## config.mk

```make
export PLATFORM = sky130hd
export DESIGN_NAME = mem_arbiter
export DESIGN_NICKNAME = d
export VERILOG_FILES = /design/src/rtl/mem_arbiter.sv
export SDC_FILE = /design/constraint.sdc
export NUM_CORES = 1
export LEC_CHECK = 0
export CAP_MARGIN = 25
export CORE_AREA = 10 10 114 116
export DETAILED_ROUTE_END_ITERATION = 10
export DIE_AREA = 0 0 124 126
export PLACE_DENSITY = 0.79
export SETUP_SLACK_MARGIN = 0.1
export SKIP_CTS_REPAIR_TIMING = 1
export SLEW_MARGIN = 20
export SYNTH_ARGS = -nofsm -noshare
export SYNTH_HDL_FRONTEND = slang
export SYNTH_SLANG_ARGS = --single-unit
export TNS_END_PERCENT = 10
```

## constraint.sdc

```tcl
create_clock -name clk -period 2.41 [get_ports clk]
set_clock_uncertainty 0.15 [all_clocks]
set_input_delay 0.482 -clock clk [delete_from_list [all_inputs] [get_ports clk]]
set_output_delay 0.482 -clock clk [all_outputs]
set_load 0.03 [all_outputs]
```

## src/rtl/mem_arbiter.sv

```systemverilog
// Two-master round-robin arbiter onto one picorv32-style memory slave.
// One idle cycle between transfers; an optional wait timeout forces completion with rdata 0.
module mem_arbiter #(
  parameter int unsigned TIMEOUT = 255
) (
  input  logic        clk,
  input  logic        nrst,
  input  logic        m0_mem_valid,
  output logic        m0_mem_ready,
  input  logic [31:0] m0_mem_addr,
  input  logic [31:0] m0_mem_wdata,
  input  logic [3:0]  m0_mem_wstrb,
  output logic [31:0] m0_mem_rdata,
  input  logic        m1_mem_valid,
  output logic        m1_mem_ready,
  input  logic [31:0] m1_mem_addr,
  input  logic [31:0] m1_mem_wdata,
  input  logic [3:0]  m1_mem_wstrb,
  output logic [31:0] m1_mem_rdata,
  output logic        s_mem_valid,
  input  logic        s_mem_ready,
  output logic [31:0] s_mem_addr,
  output logic [31:0] s_mem_wdata,
  output logic [3:0]  s_mem_wstrb,
  input  logic [31:0] s_mem_rdata,
  output logic [1:0]  grant,
  output logic        timeout_err
);

  localparam int unsigned CW = (TIMEOUT < 256) ? 8 : $clog2(TIMEOUT + 1);
  localparam logic [CW-1:0] TIMEOUT_V = CW'(TIMEOUT);

  typedef enum logic [1:0] {IDLE = 2'd0, GNT0 = 2'd1, GNT1 = 2'd2} state_t;

  state_t          state_q, state_d;
  logic            last_q, last_d;
  logic [CW-1:0]   cnt_q, cnt_d;
  logic [1:0]      grant_q, grant_d;
  logic            sel;
  logic            m_valid;
  logic            rdy;
  logic [31:0]     rdata;

  always_ff @(posedge clk or negedge nrst) begin
    if (!nrst) begin
      state_q <= IDLE;
      last_q  <= 1'b1;
      cnt_q   <= '0;
      grant_q <= 2'b00;
    end else begin
      state_q <= state_d;
      last_q  <= last_d;
      cnt_q   <= cnt_d;
      grant_q <= grant_d;
    end
  end

  always_comb begin
    state_d     = state_q;
    last_d      = last_q;
    cnt_d       = cnt_q;
    sel         = (state_q == GNT1);
    m_valid     = sel ? m1_mem_valid : m0_mem_valid;
    s_mem_valid = 1'b0;
    s_mem_addr  = '0;
    s_mem_wdata = '0;
    s_mem_wstrb = '0;
    rdy         = 1'b0;
    rdata       = '0;
    timeout_err = 1'b0;
    case (state_q)
      IDLE: begin
        cnt_d = '0;
        if (m0_mem_valid && m1_mem_valid) state_d = last_q ? GNT0 : GNT1;
        else if (m0_mem_valid)            state_d = GNT0;
        else if (m1_mem_valid)            state_d = GNT1;
      end
      GNT0, GNT1: begin
        s_mem_valid = m_valid;
        s_mem_addr  = sel ? m1_mem_addr  : m0_mem_addr;
        s_mem_wdata = sel ? m1_mem_wdata : m0_mem_wdata;
        s_mem_wstrb = sel ? m1_mem_wstrb : m0_mem_wstrb;
        rdata       = s_mem_rdata;
        // A dropped valid is a protocol violation: abandon without a ready or a turn change.
        if (!m_valid) begin
          state_d = IDLE;
          cnt_d   = '0;
        end else if (s_mem_ready) begin
          rdy     = 1'b1;
          state_d = IDLE;
          last_d  = sel;
          cnt_d   = '0;
        end else if ((TIMEOUT != 0) && (cnt_q == TIMEOUT_V)) begin
          rdy         = 1'b1;
          rdata       = '0;
          s_mem_valid = 1'b0;
          timeout_err = 1'b1;
          state_d     = IDLE;
          last_d      = sel;
          cnt_d       = '0;
        end else if (cnt_q != '1) begin
          cnt_d = cnt_q + CW'(1);
        end
      end
      default: state_d = IDLE;
    endcase
    grant_d = {state_d == GNT1, state_d == GNT0};
  end

  assign m0_mem_ready = rdy & (state_q == GNT0);
  assign m1_mem_ready = rdy & (state_q == GNT1);
  assign m0_mem_rdata = (state_q == GNT0) ? rdata : '0;
  assign m1_mem_rdata = (state_q == GNT1) ? rdata : '0;
  assign grant        = grant_q;

endmodule

```

## Word-level counts from Yosys, hierarchy flattened

Cells that the tools add are included.

- Input bits: 173
- Logic and storage cells: 60
- Register bits after elaboration: 13
- Output and inout port bits: 138

- Eq/ne operators: 7
- Muxes and demuxes: 39
- Bitwise logic cells: 2
- $add $sub $neg: 1
- Reduce and logical (&&, ||, !) cells: 7

Operators by type and width:

| operator | number |
|---|---|
| $mux W32 | 10 |
| $mux W8 | 4 |
| $pmux W8 S2 | 1 |
| $mux W1 | 14 |
| $mux W2 | 7 |
| $add A8 B1 Y8 const B | 1 |
| $eq A8 B8 Y1 const B | 1 |
| $mux W4 | 2 |
| $ne A8 B8 Y1 const B | 1 |
| $ne A5 B5 Y1 const B | 1 |
| $eq A2 B1 Y1 const B | 2 |
| $eq A2 B2 Y1 const B | 2 |
| $pmux W2 S2 | 1 |
| $reduce_bool A2 Y1 | 2 |
| $reduce_and A3 Y1 | 1 |
| $and A1 B1 Y1 | 2 |
| $logic_not A2 Y1 | 1 |
| $reduce_and A2 Y1 | 1 |
| $reduce_or A2 Y1 | 1 |
| $logic_and A1 B1 Y1 | 1 |

## Longest topological paths before layout

- Depth in word-level cells: 6
- Depth in mapped cells: 7
- Gate-level depth less buffers: 6

## Least setup slack after synthesis

No wires, ideal clock.

- Kind: reg2out
- From: reg state_q[0]
- To: out s_mem_addr[0]
- Setup slack: -0.123 ns
- Cell stages (with the launch flop): 7
- Data arrival time: 1.901 ns
- Required time: 1.778 ns
- Path through: dfrtp_1 > inv_1 > ha_1 > clkbuf_1 > clkbuf_1 > clkbuf_1 > nor2b_1

- Word-level cells in the longest chain between the ends: 3

Ends and longest elaborated chain:

| what | line | RTL |
|---|---|---|
| from (decl) | 35 | `state_t state_q, state_d;` |
| from (signal assigned) | 51 | `state_q <= state_d;` |
| $eq A2 B2 Y1 or $eq A2 B1 Y1 (tied branches) | 62, 71 |  |
| $mux W32 or $reduce_or A2 Y1 (tied branches) | 80, 71 |  |
| $mux W32 (*) | 71 | `case (state_q)` |
| to (decl) | 22 | `output logic [31:0] s_mem_addr,` |

Mark *: on every way between the ends. The rest lies on a longest branch, timed or not.

## Worst setup path in the final report

- From: reg cnt_q[1]
- To: out m0_mem_rdata[5]

- Word-level cells in the longest chain between the ends: 6

Ends and longest elaborated chain:

| what | line | RTL |
|---|---|---|
| from (decl) | 37 | `logic [CW-1:0] cnt_q, cnt_d;` |
| from (signal assigned) | 53 | `cnt_q <= cnt_d;` |
| $eq A8 B8 Y1 | 93 | `end else if ((TIMEOUT != 0) && (cnt_q == TIMEOUT_V)) begin` |
| $mux W32 | 93 |  |
| $mux W32 | 88 | `end else if (s_mem_ready) begin` |
| $mux W32 | 85 | `if (!m_valid) begin` |
| $mux W32 | 71 |  |
| $mux W32 | 112 | `assign m0_mem_rdata = (state_q == GNT0) ? rdata : '0;` |
| to (decl) | 13 | `output logic [31:0] m0_mem_rdata,` |

Every way passes these cells.

==> results.sh <==
export IMPL_place_hpwl_um=12600
export IMPL_io_pins=311
export IMPL_max_slew_margin_rel=0.586
export IMPL_hold_class="flop to flop"
export IMPL_cts_sinks=13
export IMPL_clockRootBuffer="clkbuf_8"
export IMPL_rrSetupSlack_ns=0.19
export IMPL_numCtsBuffers=3
export IMPL_drt_initial_drc_count=77
export IMPL_p_per_area_nw_per_um2=1180
export IMPL_async_flop_share=1.00
export IMPL_cts_max_path_buffers=2
export IMPL_synth_top_area_share=0.271
export IMPL_p_switching_w=0.00391
export IMPL_pre_cts_ws_ns=-0.192
export IMPL_core_area_um2=10700
export IMPL_postSynthAreaPerCell_um2=8.30
export IMPL_clock_latency_ns=0.24
export IMPL_fp_dieW_um=124
export IMPL_hold_viol=0
export IMPL_r2r_end="cnt_q[4]$_DFFE_PN0N_"
export IMPL_antenna_found_initial=0
export IMPL_worstPathMaxFanout=8
export IMPL_ctsHtreeMaxLevel=1
export IMPL_syn_instance_count=303
export IMPL_p_int_w=0.00363
export IMPL_worst_hold_path_endpoint="cnt_q[4]$_DFFE_PN0N_"
export IMPL_grt_total_usage=0.169
export IMPL_area_delta_synth_final_pct=154
export IMPL_fin_setup_tns_ns=-14.77
export IMPL_via_count=3574
export IMPL_port_buffers=310
export IMPL_cp_arrival_ns=2.00
export IMPL_hold_slack_ns=0.366
export IMPL_failed_checks="setup timing"
export IMPL_fillers=870
export IMPL_drc=0
export IMPL_period_minus_slack_ns=2.63
export IMPL_synth_warnings=0
export IMPL_netlist_cell_type_count=41
export IMPL_grt_start_max_net_pins=66
export IMPL_cp_required_ns=1.78
export IMPL_p_total_w=0.00754
export IMPL_min_from="cnt_q[4]$_DFFE_PN0N_"
export IMPL_combPwrFrac=0.935
export IMPL_synth_seq_cells=13
export IMPL_yosys_area_top_type="mux2i_1"
export IMPL_crit_path_start_kind="flop"
export IMPL_grt_pass1_wl_um=21400
export IMPL_cts_clk_slew_worst_paths_ns=0.05
export IMPL_via_per_inst=4.63
export IMPL_synth_edf_count=0
export IMPL_grt_overflow_total=0
export IMPL_p_leak_nw=2.84
export IMPL_crit_type="flop to output pin"
export IMPL_grt_pass1_vias=3671
export IMPL_pwr_share_seq=0.039
export IMPL_dieArea_um2=15600
export IMPL_finalCritPeriodShare=1.09
export IMPL_r2r_start="state_q[1]$_DFF_PN0_"
export IMPL_routed_wl_um=16000
export IMPL_power_frac_clock=0.026
export IMPL_cp_end_kind="output pin"
export IMPL_cts_tree="done"
export IMPL_r2r_cells=7
export IMPL_initial_core_util=0.235
export IMPL_ys_seq_area_frac=0.130
export IMPL_rows=38
export IMPL_maxSlewViolCount=0
export IMPL_layoutNonFillerInstCount=772
export IMPL_status="finished with violations"
export IMPL_hold_depth=1
export IMPL_synthFlopType="dfrtp_1"
export IMPL_max_cap_violations=0
export IMPL_worstMarginPinSlew_ns=0.620
export IMPL_die_h_um=126
export IMPL_gp_congestion=0.858
export IMPL_swShare=0.519
export IMPL_yosys_top_cells_area="mux2i_1, nor2b_1, dfrtp_1"
export IMPL_rsz0062_at_grt="yes"
export IMPL_setup_ws_ns=-0.221
export IMPL_antennaDiodeCount=0
export IMPL_vdd_drop_max_mv=0.971
export IMPL_final_setup_viol_count=106
export IMPL_layout_nets=811
export IMPL_syn_nets=481
export IMPL_synth_area_um2=2510
export IMPL_dpl_cell_count=752
export IMPL_antenna_left=0
export IMPL_drive_gt1_frac=0.422
export IMPL_max_freq_ghz=0.380
export IMPL_wl_per_cell_um=20.7
export IMPL_dr_pass1_iters=4
-- cells in the final DEF, fill, tap and decap left out, types with 4 or more instances in the layout --
cell and n:
buf_6 56, nor2b_2 22, buf_12 15, clkdlybuf4s50_1 171
nor2_1 5, nor2b_1 46, dfrtp_1 12, o311a_4 8
nand2_1 7, and2_4 47, mux2i_1 64, buf_4 92
o21ai_0 7, mux2i_2 4, and2_1 20
-- how the worst max path moves through the flow --
stage,start,endpoint,depth (start not counted)
5_1_grt,cnt_q[1]$_DFFE_PN0N_,m1_mem_rdata[31],6
3_3_place_gp,m1_mem_valid,m0_mem_rdata[31],5
3_5_place_dp,s_mem_ready,m0_mem_rdata[31],4
6_report,cnt_q[1]$_DFFE_PN0N_,m0_mem_rdata[5],6
2_1_floorplan,state_q[0]$_DFF_PN0_,m0_mem_rdata[26],7
4_1_cts,cnt_q[0]$_DFFE_PN0N_,m0_mem_rdata[31],6
-- cell type report --
class | instances | area, µm² | share of cell area
timing repair buffer | 341 | 3470 | 0.542
multi-input combinational | 270 | 2360 | 0.370
sequential | 13 | 327 | 0.0511
tap | 140 | 175 | 0.0274
clock buffer | 4 | 45.0 | 0.00704
inverter | 4 | 15.0 | 0.00235
-- Yosys cell counts, types with 3 or more instances --
master,number
ha_1,5
dfrtp_1,12
nand2b_1,3
nor3_1,4
mux2i_1,68
clkbuf_1,9
nor2b_1,69
nand2_1,7
nor2_1,5
buf_2,5
o21ai_0,7
and2_4,20
inv_1,4
and2_1,45
buf_6,6
-- kinds of logic (layout without fill, tap and decap cells) --
| logic type | count (synthesis) | in the layout | synth area share |
|---|---|---|---|
| and+or+nand+nor | 166 | 167 | 0.429 |
| muxes | 70 | 70 | 0.284 |
| buffers and inverters | 27 | 349 | 0.0622 |
| AOI/OAI and AO/OA | 20 | 26 | 0.0632 |
| DFF | 13 | 13 | 0.130 |
| adders and majority gates | 5 | 5 | 0.0249 |
| xor gates and xnor gates | 2 | 2 | 0.00697 |
-- stage by stage --
stage,utilization,area (µm²)
floorplan,-,2580
global placement,0.539,5760
detailed placement,0.539,5760
CTS,0.543,5810
global route,0.598,6390
finish,0.598,6390
-- worst max-delay path, stage by stage (launching register included) --
cell and delay [ns]:
dfrtp_1 0.35, ha_2 0.20, and3_4 0.24, nand4_4 0.19, o311a_4 0.47, and2_4 0.19
buf_6 0.13
-- state kept, by name (all words and copies together), names as in the netlist --
register / count
cnt_q: 8
grant: 2
last_q: 1
state_q: 2
-- power groups by stage --
stage / clock [W] / sequential (W) / combinational, W
final: 0.000195 / 0.000294 / 0.00705
after global routing: 0.000210 / 0.000300 / 0.00742
after CTS: 0.000199 / 0.000293 / 0.00647
after detailed placement: 0 / 0.000296 / 0.00645
after global placement: 0 / 0.000294 / 0.00637
after floorplan: 0 / 0.000324 / 0.00390
-- routing by layer --
metal,wire length (µm),GRT usage
met1,5480,0.174
met2,8490,0.315
met3,1880,0.0697
met4,162,0.0244
met5,0,0
(Power assumes the default switching activity.)
